**src/rtl/deoxys_pkg.sv**
```systemverilog
// Shared definitions for the Deoxys-BC round-constant generator.
//
// Contents:
//   RCON_POLY        low byte of the GF(2^8) reduction polynomial 0x11b
//   DEOXYS_NUM_RCON  length of the full RCON sequence
//   rcon_state_e     two-state FSM encoding (IDLE / RUN)
//   rcon_fwd_step    multiply by x in GF(2^8)
//   rcon_inv_step    divide by x in GF(2^8) (exact inverse of rcon_fwd_step)
//   rcon_seed_inv    seed * x^n, used at elaboration to find the last
//                    forward constant, which is where the inverse walk starts
package deoxys_pkg;

  localparam logic [7:0] RCON_POLY       = 8'h1b;
  localparam int unsigned DEOXYS_NUM_RCON = 17;

  typedef enum logic {
    ST_IDLE = 1'b0,
    ST_RUN  = 1'b1
  } rcon_state_e;

  function automatic logic [7:0] rcon_fwd_step(input logic [7:0] v);
    return {v[6:0], 1'b0} ^ (v[7] ? RCON_POLY : 8'h00);
  endfunction

  // A forward step that reduced always leaves bit 0 set (RCON_POLY is odd),
  // and one that did not always leaves it clear, so bit 0 tells us whether
  // to undo the reduction before shifting back and restoring the old MSB.
  function automatic logic [7:0] rcon_inv_step(input logic [7:0] v);
    return v[0] ? (((v ^ RCON_POLY) >> 1) | 8'h80) : (v >> 1);
  endfunction

  function automatic logic [7:0] rcon_seed_inv(input logic [7:0] seed,
                                               input int unsigned n);
    logic [7:0] v;
    v = seed;
    for (int unsigned i = 0; i < n; i++) begin
      v = rcon_fwd_step(v);
    end
    return v;
  endfunction

endpackage

```
**src/rtl/deoxys_rcon_step.sv**
```systemverilog
// One direction-selectable LFSR step over GF(2^8).
//
// Ports:
//   dir_i  0 = forward (multiply by x), 1 = inverse (divide by x)
//   v_i    current constant
//   v_o    constant one step further along the selected direction
module deoxys_rcon_step
  import deoxys_pkg::*;
(
  input  logic       dir_i,
  input  logic [7:0] v_i,
  output logic [7:0] v_o
);

  assign v_o = dir_i ? rcon_inv_step(v_i) : rcon_fwd_step(v_i);

endmodule

```
**src/rtl/deoxys_rcon_gen.sv**
```systemverilog
// Sequential Deoxys-BC round-constant generator.
//
// Streams the RCON sequence forward (encryption) or backward (decryption)
// as RNDS_PER_CLK constants per beat on a valid/ready interface. The
// constants come from an LFSR over GF(2^8) rather than a lookup table.
//
// Ports:
//   clk         rising-edge clock
//   rst_n       asynchronous active-low reset
//   start       begin a sequence (taken only while idle, see below)
//   dir         0 = forward, 1 = inverse; captured with start
//   ready_i     consumer accepts the current beat
//   valid_o     beat available (high throughout RUN)
//   constant_o  lane i at bits [8i+7:8i]; lanes past the end read 8'h00
//   cnt_o       beat index of the current beat
//   last_o      current beat is the final one
//   busy_o      sequence in progress
//   done_o      one-cycle pulse after the final beat is accepted
//
// Build option:
//   DEOXYS_RCON_RESTART_EN  when defined, start while busy aborts the
//                           running sequence and reloads from the new
//                           direction's seed; otherwise it is ignored.
module deoxys_rcon_gen
  import deoxys_pkg::*;
#(
  parameter int unsigned RNDS_PER_CLK = 1,
  parameter int unsigned NUM_CONST    = DEOXYS_NUM_RCON,
  parameter logic [7:0]  FWD_SEED     = 8'h2f
) (
  input  logic                      clk,
  input  logic                      rst_n,
  input  logic                      start,
  input  logic                      dir,
  input  logic                      ready_i,
  output logic                      valid_o,
  output logic [8*RNDS_PER_CLK-1:0] constant_o,
  output logic [5:0]                cnt_o,
  output logic                      last_o,
  output logic                      busy_o,
  output logic                      done_o
);

  localparam int unsigned BEATS    = (NUM_CONST + RNDS_PER_CLK - 1) / RNDS_PER_CLK;
  localparam logic [5:0]  LAST_CNT = 6'(BEATS - 1);
  // The inverse walk begins at the last forward constant.
  localparam logic [7:0]  INV_SEED = rcon_seed_inv(FWD_SEED, NUM_CONST - 1);

  rcon_state_e state_q, state_d;
  logic [7:0]  v_q, v_d;
  logic        dir_q, dir_d;
  logic [5:0]  cnt_q, cnt_d;
  logic        done_q, done_d;

  logic        busy;
  logic        last_beat;
  logic [7:0]  seed_sel;

  // lane[i] is the state advanced by i steps; lane[RNDS_PER_CLK] is the
  // state for the next beat.
  logic [7:0]  lane [RNDS_PER_CLK+1];

  assign lane[0]   = v_q;
  assign busy      = (state_q == ST_RUN);
  assign last_beat = (cnt_q == LAST_CNT);
  assign seed_sel  = dir ? INV_SEED : FWD_SEED;

  for (genvar gi = 0; gi < RNDS_PER_CLK; gi++) begin : g_lane
    logic lane_live;

    deoxys_rcon_step u_step (
      .dir_i (dir_q),
      .v_i   (lane[gi]),
      .v_o   (lane[gi+1])
    );

    // Only the final beat can run past the end of the sequence; those
    // lanes are blanked. Everything is blanked while idle.
    assign lane_live = ((32'(cnt_q) * RNDS_PER_CLK + 32'(gi)) < NUM_CONST);
    assign constant_o[8*gi +: 8] = (busy && lane_live) ? lane[gi] : 8'h00;
  end

  always_comb begin
    state_d = state_q;
    v_d     = v_q;
    dir_d   = dir_q;
    cnt_d   = cnt_q;
    done_d  = 1'b0;
    case (state_q)
      ST_IDLE: begin
        if (start) begin
          state_d = ST_RUN;
          dir_d   = dir;
          v_d     = seed_sel;
          cnt_d   = '0;
        end
      end
      ST_RUN: begin
`ifdef DEOXYS_RCON_RESTART_EN
        // Restart takes priority over any handshake in the same cycle, so
        // the aborted sequence never raises done.
        if (start) begin
          dir_d = dir;
          v_d   = seed_sel;
          cnt_d = '0;
        end else
`endif
        if (ready_i) begin
          if (last_beat) begin
            state_d = ST_IDLE;
            cnt_d   = '0;
            done_d  = 1'b1;
          end else begin
            v_d   = lane[RNDS_PER_CLK];
            cnt_d = cnt_q + 6'd1;
          end
        end
      end
      default: state_d = ST_IDLE;
    endcase
  end

  always_ff @(posedge clk or negedge rst_n) begin
    if (!rst_n) begin
      state_q <= ST_IDLE;
      v_q     <= FWD_SEED;
      dir_q   <= 1'b0;
      cnt_q   <= '0;
      done_q  <= 1'b0;
    end else begin
      state_q <= state_d;
      v_q     <= v_d;
      dir_q   <= dir_d;
      cnt_q   <= cnt_d;
      done_q  <= done_d;
    end
  end

  assign valid_o = busy;
  assign busy_o  = busy;
  assign cnt_o   = cnt_q;
  assign last_o  = busy && last_beat;
  assign done_o  = done_q;

endmodule
```
**config.mk**
```make
export PLATFORM = sky130hd
export DESIGN_NAME = deoxys_rcon_gen
export DESIGN_NICKNAME = d
export VERILOG_FILES = /design/src/rtl/deoxys_pkg.sv /design/src/rtl/deoxys_rcon_step.sv /design/src/rtl/deoxys_rcon_gen.sv
export SDC_FILE = /design/constraint.sdc
export NUM_CORES = 1
export LEC_CHECK = 0
export ABC_AREA = 1
export CAP_MARGIN = 20
export CELL_PAD_IN_SITES_DETAIL_PLACEMENT = 1
export CELL_PAD_IN_SITES_GLOBAL_PLACEMENT = 1
export CORE_MARGIN = 2
export CORE_UTILIZATION = 30
export CTS_CLUSTER_SIZE = 12
export DETAILED_ROUTE_END_ITERATION = 10
export PLACE_DENSITY_LB_ADDON = 0.1
export SYNTH_ARGS = -nofsm -noshare
export SYNTH_HDL_FRONTEND = slang
export SYNTH_SLANG_ARGS = --single-unit
```
**constraint.sdc**
```tcl
create_clock -name clk -period 1.95 [get_ports clk]
set_clock_uncertainty 0.05 [all_clocks]
set_input_delay 0.585 -clock clk [delete_from_list [all_inputs] [get_ports clk]]
set_output_delay 0.585 -clock clk [all_outputs]
set_load 0.01 [all_outputs]
```
After elaboration in Yosys (flattened, before gate mapping). Index checks and enable logic that the tools add are counted.

Bitwise logic cells: 3. Order comparisons: 1. Reduce and logical (&&, ||, !) cells: 5. Add/subtract/negate cells: 1. Equality and inequality tests: 4. Multiplexer cells: 20.

Operators by type and width (number): $mux W8 (6); $mux W6 (3); $pmux W8 S2 (1); $pmux W6 S2 (1); $xor A8 B5 Y8 (1); $mux W7 (1); $add A6 B1 Y6 const B (1); $eq A6 B5 Y1 const B (1); $lt A6 B5 Y1 const B (1); $mux W1 (6); $ne A2 B2 Y1 const B (3); $mux W5 (1); $not A4 Y4 (1); $reduce_and A2 Y1 (2); $reduce_and A3 Y1 (1); $logic_and A1 B1 Y1 (2); $pmux W1 S2 (1); $not A1 Y1 (1).

Word-level logic and storage cells: 39. Bits in registers: 17.

Depth between registers and ports, before layout. Gate-level depths: netlist of the first run.

Depth in word-level cells: 6. Gate-level depth with buffers: 9.

Hierarchy. A second synthesis of the first run with hierarchy kept.

Cells, all modules: 169. Area, all modules: 1173.6 µm².

By module, submodules not included: deoxys_rcon_gen (cells an instance 128, instances 1, area an instance 991.0 µm²); deoxys_rcon_step (cells an instance 41, instances 1, area an instance 182.7 µm²).

Least setup slack after synthesis of the first run. Ideal clock, no wire load.

Path type: reg2out. Start: register cnt_q[0] (netlist: cnt_o[0]). End: output port constant_o[0]. Required time: 1.315 ns. Arrival time: 1.231 ns. Path buffers: 0. Slack: 0.084 ns. Stages on the path, launching flop included: 7. Cells stage by stage: dfrtp_1 inv_1 ha_1 nand2_4 nor2_8 o211ai_2 nor2_1.

Word-level cells in the longest chain between the ends: 3.

Ends and longest elaborated chain: start: declaration (RTL line deoxys_rcon_gen.sv:52) `logic [5:0] cnt_q, cnt_d;`; start signal: assignment (RTL line deoxys_rcon_gen.sv:134) `cnt_q <= cnt_d;`; $lt A6 B5 Y1 (RTL line deoxys_rcon_gen.sv:79) `assign lane_live = ((32'(cnt_q) * RNDS_PER_CLK + 32'(gi)) < NUM_CONST);`; $logic_and A1 B1 Y1 (RTL line deoxys_rcon_gen.sv:80) `assign constant_o[8*gi +: 8] = (busy && lane_live) ? lane[gi] : 8'h00;`; $mux W8 (RTL line deoxys_rcon_gen.sv:80); end: declaration (RTL line deoxys_rcon_gen.sv:37) `output logic [8*RNDS_PER_CLK-1:0] constant_o,`.

Every way passes these cells.

Worst setup path after layout of the first run.
Start: register cnt_q[0] (netlist: cnt_o[0]). End: output port constant_o[2].

Same word-level chain as after synthesis.

==> results of run 1 <==
## cell families (layout without fill, tap and decap cells)
family                   after synthesis  count (layout)  synth area share
AO/OA/AOI/OAI                         23              23            0.1240
AND/OR/NAND/NOR                       73              73            0.3179
adder cells (fa/ha/maj)                2               2           0.02254
XOR/XNOR                               4               4           0.03157
flip-flops                            17              17            0.3890
buffers and inverters                 27              74            0.1150
## cell type report
type                            instances  area (sq um)
Timing Repair Buffer                   47         374.1
Sequential cell                        17         432.9
Clock buffer                            4         45.04
Multi-Input combinational cell        102         574.3
Tap cell                               48         60.06
Fill cell                             451          2031
Inverter                               23         88.84
## state kept, by name, indices dropped and copies added (netlist names)
signal and cells:
dir_q 1, cnt_o 6, busy_o 1, done_o 1, v_q 8
## power breakdown
part	internal (mW)	total [mW]	switching (mW)
logic	0.772	1.63	0.855
registers	0.534	0.674	0.139
clock network	0.145	0.274	0.129
total	1.45	2.57	1.12
## worst max-delay path, stage by stage (launching register included)
cell,delay [ns]
dfrtp_1,0.38
inv_2,0.06
ha_4,0.16
nand2_4,0.08
nor2_8,0.04
o211ai_4,0.28
nor2_1,0.08
buf_2,0.15
## timing repair
action / CTS / global route
endpoints found under the setup margin: 12 / 12
resized for setup: 49 / 6
buffers inserted: 5 / 2
pin swaps: 6 / 3
## routing by layer
| layer | vias up | wire (microns) |
|---|---|---|
| met5 | - | 0 |
| met4 | 0 | 56 |
| met3 | 7 | 125 |
| met2 | 20 | 1629 |
| met1 | 532 | 1330 |
| li1 | 547 | - |
## placed cells by master, fill, tap and decap left out, drive strengths merged, types with 4 or more instances in the layout
cell and count:
a21oi 8, buf 34, clkbuf 4, clkdlybuf4s50 5, dfrtp 12, dfstp 5, inv 23, nand2 47
nand3 12, nor2 14, o21ai 11
## metrics by stage
step	hold slack (ns)	cell area [sq um]	util	setup WS [ns]	setup TNS, ns
finish	0.4293	1575	0.4368	-0.1707	-1.410
global route	0.4523	1575	0.4368	-0.2419	-2.082
CTS	0.4320	1548	0.4292	-0.1723	-1.431
detailed placement	0.4205	1486	0.4122	-0.4004	-3.196
global placement	0.4133	1486	0.4122	-0.3394	-2.915
floorplan	0.2394	1110	-	0.08377	0
## path summary, 6_finish.rpt
kind | from | to | slack (ns) | depth (start not counted)
max | cnt_o[0] | constant_o[2] | -0.17 | 7
min | v_q[5] | v_q[5] | 0.43 | 2
max reg2reg | cnt_o[1] | v_q[3] | 0.23 | 12
min reg2reg | v_q[5] | v_q[5] | 0.43 | 2
max in group asynchronous | rst_n | v_q[2] | 0.97 | 2
min in group asynchronous | rst_n | v_q[6] | 0.61 | 2
==> results.tsv, run 1 <==
metric	value	unit
syn_area_per_cell	7.601	sq um
setup_viol	9	
clk_pin_slew_worst_paths	0.07	ns
fin_crit_sh	1.088	
fp.coreArea	0.003606	sq mm
relSlewSlack	0.7385	
wl_per_cell	13.04	microns
dp.cells	230	
power.density	1634	mW/mm^2
synth-seq-cells	17	
grt.overflow.total	0	
post-route-min-period	2.121	ns
vias_per_cell	4.589	
synthArstFlopShare	1.000	
cts_tree	yes	
hold_class	reg -> reg	
initial_utilization	0.3078	
gr-usage-met2	0.2964	
ys.flop_type	dfrtp_1	
nets	201	
fin_total_pwr	2.574	mW
finalNonFillerCells	241	
grtUsageTotal	0.1636	
finalHoldViolCount	0	
die_h	64.82	microns
drive_gt1_frac	0.3316	
synth_cell_types	24	
antennaDiodeCount	0	
status	finished, violations left	
vias	1106	
syn-cell-area	0.001110	sq mm
vdd_drop_max	0.4812	mV
ys_top_cells_by_area	dfrtp_1, nand2_1, dfstp_2	
cp-start-kind	flop	
ios	23	
row_count	22	
place_congestion	0.8160	
critPathMaxFanout	8	
p_leak	0.8366	nW
busiest_layer	met2	
grt_start_max_net_pins	18	
die_w	64.82	microns
cts_sinks	17	
drtPass1Iterations	4	
drc	0	
synth.top_cell.area_share	0.2706	
required	1.31	ns
fmax	471.5	MHz
gr-usage-met3	0.02778	
syn_to_final_growth	41.94	%
ys_seq_area_frac	0.3890	
io_buffers	22	
antenna_found_initial	0	
path_class	reg -> out	
hpwlAfterDp	2.290	mm
htreeDepth	1	
slew_violations	0	
dieArea	0.004202	sq mm
cts_root_buf	clkbuf_8	
rsz0062_at_grt	true	
ys_warn_count	0	
grt_pass1_vias	1165	
tightest_slew	0.3923	ns
synthesis.instances	146	
clk_latency	0.26	ns
ys_top_cells_by_count	nand2_1, inv_1, nor2_1, dfrtp_1, nand3_1	
cts_buffers	3	
maxCapViolCount	0	
drtAntennaViolNets	0	
synth_nets	153	
grt_use_met1	0.1935	
totalWireLength	3.142	mm
holdBufCountCts	0	
clockBufferDepth	2	
arrival	1.49	ns
critPathCaptureType	output port	
grt_first_pass_wirelength	5.250	mm
post-synth-top-area-cell	dfrtp_1	
synth_edf_count	0	
worst_slack	-0.1707	ns
drt_iter0_drc	27	
failed_checks	setup timing	
synth_most_common_cell	nand2_1	
Note: power is estimated with default switching activity, not from simulation.
==> run 2, diff against run 1 <==
--- a/config.mk
+++ b/config.mk
@@ -10,7 +10,7 @@
 export CELL_PAD_IN_SITES_DETAIL_PLACEMENT = 1
 export CELL_PAD_IN_SITES_GLOBAL_PLACEMENT = 1
 export CORE_MARGIN = 2
-export CORE_UTILIZATION = 30
+export CORE_UTILIZATION = 35
 export CTS_CLUSTER_SIZE = 12
 export DETAILED_ROUTE_END_ITERATION = 10
 export PLACE_DENSITY_LB_ADDON = 0.1
==> run 2 against run 1 <==
The flow still finishes with violations (setup timing). Worst hold slack better by 0.011 ns. Non-clock buffer count up 2. Global-route usage up 3.9 points. Cell count down 0.83%. Combinational power up 2%. Final area down 1.5%. Sequential share of layout area up 0.34 points. Sequential cell count unchanged. Register-to-register slack about the same. Routed wire length up 3.6%. Critical path depth unchanged. Critical path type unchanged. Largest cell class unchanged. Largest power group unchanged.
==> results.tsv, run 2 (same netlist as run 1, synthesis figures left out) <==
metric	value	unit	change
clockBufferDepth	2		unchanged
worst_slack	-0.2136	ns	-0.04281 ns
maxCapViolCount	0		unchanged
cp-start-kind	flop		
io_buffers	22		unchanged
arrival	1.53	ns	+0.04 ns
totalWireLength	3.254	mm	+3.6%
tightest_slew	0.4005	ns	+0.008237 ns
post-route-min-period	2.164	ns	+0.04281 ns
vias_per_cell	4.653		+1.4%
fin_total_pwr	2.527	mW	-1.8%
most-common-layout-cells	nand2_1, buf_4, inv_1, nor2_1, dfrtp_1		
failed_checks	setup timing		
grt_pass1_vias	1127		-3.3%
grtUsageTotal	0.2023		+0.03871
fin_setup_tns	-1.788	ns	-0.3780 ns
antenna_found_initial	0		unchanged
seqCellArea	431.7	sq um	-0.29%
required	1.31	ns	about the same
dp.cells	227		-1.3%
drc	0		unchanged
fillCellCount	391		-13%
fin_crit_sh	1.110		+0.02196
die_h	60.31	microns	-7.0%
finalHoldViolCount	0		unchanged
antennaDiodeCount	0		unchanged
hold_class	reg -> reg		
gr-usage-met3	0.03463		+0.006854
finalNonFillerCells	239		-0.83%
final_common_cell	nand2_1		
place_congestion	0.8098		-0.76%
critPathCaptureType	output port		
grt_first_pass_wirelength	5.326	mm	+1.4%
grt_use_met1	0.2480		+0.05454
setup_viol	9		unchanged
cts_buffers	3		unchanged
post-place-ws	-0.3827	ns	+0.01772 ns
fmax	462.2	MHz	-2.0%
path_delay_family	flip-flops		
row_count	20		-9.1%
drtPass1Iterations	4		unchanged
drive_gt1_frac	0.3385		+0.006855
vdd_drop_max	0.5910	mV	+23%
regMostFlops	v_q		
largest_reg_flops	8		unchanged
ios	23		unchanged
fp.coreArea	0.003028	sq mm	-16%
critPathMaxFanout	8		unchanged
clk_pin_slew_worst_paths	0.11	ns	+0.04 ns
grt.overflow.total	0		unchanged
grt_start_max_net_pins	18		unchanged
drtAntennaViolNets	0		unchanged
crit_chain	inv_2 > ha_4 > nand2_4 > nor2_8 > o211ai_4 > nor2_1 > buf_2		
gr-usage-met2	0.3540		+0.05765
path_class	reg -> out		
worst-path-buf-inv	2		unchanged
dieArea	0.003637	sq mm	-13%
hpwlAfterDp	2.349	mm	+2.5%
die_w	60.31	microns	-7.0%
cts_tree	yes		
syn_to_final_growth	39.80	%	
crit_slowest_cell	dfrtp_1		
cts_sinks	17		unchanged
wl_per_cell	13.62	microns	+4.4%
busiest_layer	met2		
slew_violations	0		unchanged
vias	1112		+0.54%
critPathMaxStageDelay	0.39	ns	about the same
p_leak	0.8038	nW	-3.9%
rsz0062_at_grt	true		
drt_iter0_drc	26		-3.7%
power.density	1629	mW/mm^2	-0.33%
clk_latency	0.30	ns	+0.04 ns
initial_utilization	0.3665		+0.05876
status	finished, violations left		
cts_root_buf	clkbuf_4		
multiInputGateArea	571.8	sq um	-0.44%
relSlewSlack	0.7330		-0.005492
htreeDepth	1		unchanged
fin_util	0.5124		+0.07555
nets	203		+1.0%
==> run 2: cell type report <==
type / count / area share
multi-input combinational: 102 / 0.3685
clock buffer: 4 / 0.01694
inverter: 23 / 0.05726
timing repair buffer: 49 / 0.2435
tap: 44 / 0.03548
sequential: 17 / 0.2782
==> run 2: metal layers <==
layer  wire, microns  up-vias
met5               0        -
met4              54        0
met3             109        7
met2            1701       18
met1            1389      535
li1                -      552
==> run 2: what timing repair did <==
action	in CTS	in global routing
pin swaps	6	5
setup endpoints to repair	17	9
hold buffers	0	0
resized for setup	53	2
gates cloned	0	0
setup buffers	6	2
==> run 2: tightest hold or removal path, delay by kind of cell, from the launching register on <==
kind             cells  cell delay [ns]
and+or+nand+nor      2             0.11
DFF                  1             0.39
==> run 2: where the power goes <==
group | total [mW] | internal [mW] | switching [mW] | leakage (nW)
Combinational | 1.67 | 0.779 | 0.892 | 0.586
Clock | 0.201 | 0.0798 | 0.121 | 0.0150
Sequential | 0.656 | 0.531 | 0.124 | 0.203
Total | 2.53 | 1.39 | 1.14 | 0.804
==> run 2: path summary, 6_finish.rpt <==
kind | depth (start not counted) | start | to | slack, ns
min in group asynchronous | 2 | rst_n | cnt_o[3] | 0.55
max reg2reg | 12 | cnt_o[1] | v_q[3] | 0.24
max | 7 | cnt_o[1] | constant_o[4] | -0.21
min | 2 | v_q[1] | v_q[1] | 0.44
max in group asynchronous | 2 | rst_n | v_q[5] | 1.03
min reg2reg | 2 | v_q[1] | v_q[1] | 0.44
==> run 2: metrics by stage <==
stage	hold WS [ns]	instance area [sq um]
3_5_place_dp	0.4313	1489
5_1_grt	0.4624	1551
3_3_place_gp	0.4124	1489
4_1_cts	0.4500	1540
2_1_floorplan	0.2394	1110
6_report	0.4402	1551
==> run 3, diff against run 2 <==
--- a/config.mk
+++ b/config.mk
@@ -13,7 +13,8 @@
 export CORE_UTILIZATION = 35
 export CTS_CLUSTER_SIZE = 12
 export DETAILED_ROUTE_END_ITERATION = 10
-export PLACE_DENSITY_LB_ADDON = 0.1
+export PLACE_DENSITY_LB_ADDON = 0.08
+export SKIP_CTS_REPAIR_TIMING = 1
 export SYNTH_ARGS = -nofsm -noshare
 export SYNTH_HDL_FRONTEND = slang
 export SYNTH_SLANG_ARGS = --single-unit
==> run 3 against run 2 <==
The run still ends with setup timing left. Combinational power down 2%. Clock power is essentially flat. Utilization is 0.33 points higher. Sequential power is 3% higher. First-iteration DRC count shrank 31%. Worst hold slack hardly changed. Sequential cell count stayed put. Critical endpoint is now constant_o[3]. Largest power group unchanged.
==> results.tsv, run 3 (same netlist as run 1, synthesis figures left out) <==
metric	value	unit	change
critPathCaptureType	output port		
drt_iter0_drc	18		-31%
relSlewSlack	0.7367		+0.003655
grt_pass1_vias	1108		-1.7%
fin_crit_sh	1.130		+0.02094
post-place-ws	-0.3931	ns	-0.01040 ns
drc	0		unchanged
totalWireLength	3.172	mm	-2.5%
status	finished, violations left		
fin_area	0.001562	sq mm	+0.65%
hpwlAfterDp	2.312	mm	-1.6%
cts_buffers	3		unchanged
failed_checks	setup timing		
path_class	reg -> out		
tightest_slew	0.3950	ns	-0.005482 ns
largest_reg_flops	8		unchanged
placed_area	0.001489	sq mm	unchanged
grt_first_pass_wirelength	4.947	mm	-7.1%
cp-start-kind	flop		
power.density	1604	mW/mm^2	-1.5%
io_buffers	22		unchanged
critPathMaxFanout	8		unchanged
fin_total_pwr	2.504	mW	-0.91%
fp.coreArea	0.003028	sq mm	unchanged
grt_start_max_net_pins	18		unchanged
post-route-min-period	2.204	ns	+0.04083 ns
reg2reg_slack	0.22	ns	-0.02 ns
die_h	60.31	microns	unchanged
nets	200		-1.5%
vdd_drop_max	0.5546	mV	-6.2%
ios	23		unchanged
required	1.31	ns	about the same
die_w	60.31	microns	unchanged
antenna_found_initial	0		unchanged
p_leak	0.8652	nW	+7.6%
dieArea	0.003637	sq mm	unchanged
drtAntennaViolNets	0		unchanged
clockBufferDepth	2		unchanged
wl_per_cell	13.44	microns	-1.3%
htreeDepth	1		unchanged
final_common_cell	nand2_1		
cts_sinks	17		unchanged
most-common-layout-cells	nand2_1, buf_4, inv_1, nor2_1		
arrival	1.57	ns	+0.04 ns
finalHoldViolCount	0		unchanged
finalNonFillerCells	236		-1.3%
wl_met2	1.710	mm	+0.53%
worst_slack	-0.2544	ns	-0.04084 ns
met3WireLength	103	microns	-5.5%
vias	1113		+0.090%
place_congestion	0.8294		+2.4%
clk_pin_slew_worst_paths	0.10	ns	about the same
initial_utilization	0.3665		unchanged
antennaDiodeCount	0		unchanged
slew_violations	0		unchanged
drive_gt1_frac	0.3333		-0.005128
grtUsageTotal	0.1875		-0.01478
syn_to_final_growth	40.70	%	
hold_class	reg -> reg		
clk_latency	0.30	ns	about the same
cts_root_buf	clkbuf_4		
maxCapViolCount	0		unchanged
fmax	453.6	MHz	-1.9%
cts_tree	yes		
drtPass1Iterations	4		unchanged
setup_viol	9		unchanged
regMostFlops	v_q		
grt.overflow.total	0		unchanged
whs	0.4397	ns	-0.0004790 ns
dp.cells	227		unchanged
rsz0062_at_grt	true		
vias_per_cell	4.716		+1.4%
routed.top_layer	met4		
row_count	20		unchanged
met1_length	1.283	mm	-7.6%
run 3: worst paths after layout:
check,from,to,depth (start not counted)
setup / recovery,cnt_o[0],constant_o[3],7
hold / removal,v_q[1],v_q[1],2
setup reg to reg,cnt_o[0],v_q[2],12
hold reg to reg,v_q[1],v_q[1],2
max in group asynchronous,rst_n,v_q[1],2
min in group asynchronous,rst_n,done_o,2
run 3: critical path, stage by stage (launching register included):
cell and delay (ns):
dfrtp_1 0.38, inv_2 0.07, ha_4 0.16, nand2_4 0.07
nor2_8 0.04, o211ai_4 0.30, nor2_1 0.09, buf_2 0.15
run 3: layout make-up:
class / instances / area (sq um)
clock buffers: 3 / 22.52
clock inverters: 1 / 5.005
fillers: 384 / 1466
inverters: 23 / 88.84
multi-input cells: 102 / 574.3
flip-flops and latches: 17 / 432.9
well taps: 44 / 55.05
repair buffers: 46 / 382.9
run 3: layer usage:
layer / global-route usage / up-vias
met3: 0.02381 / 7
met4: 0.09841 / 0
met1: 0.2188 / 540
met2: 0.3323 / 18
met5: 0 / -
li1: - / 548
run 3: per-stage QoR:
step / TNS, ns / utilization
floorplan: 0 / -
global placement: -2.744 / 0.4917
detailed placement: -3.246 / 0.4917
CTS: -7.168 / 0.5008
global route: -2.754 / 0.5157
finish: -2.066 / 0.5157
run 3: power breakdown:
part / internal, mW / total [mW] / switching (mW)
Sequential: 0.534 / 0.674 / 0.141
Combinational: 0.770 / 1.63 / 0.861
Clock: 0.0766 / 0.198 / 0.122
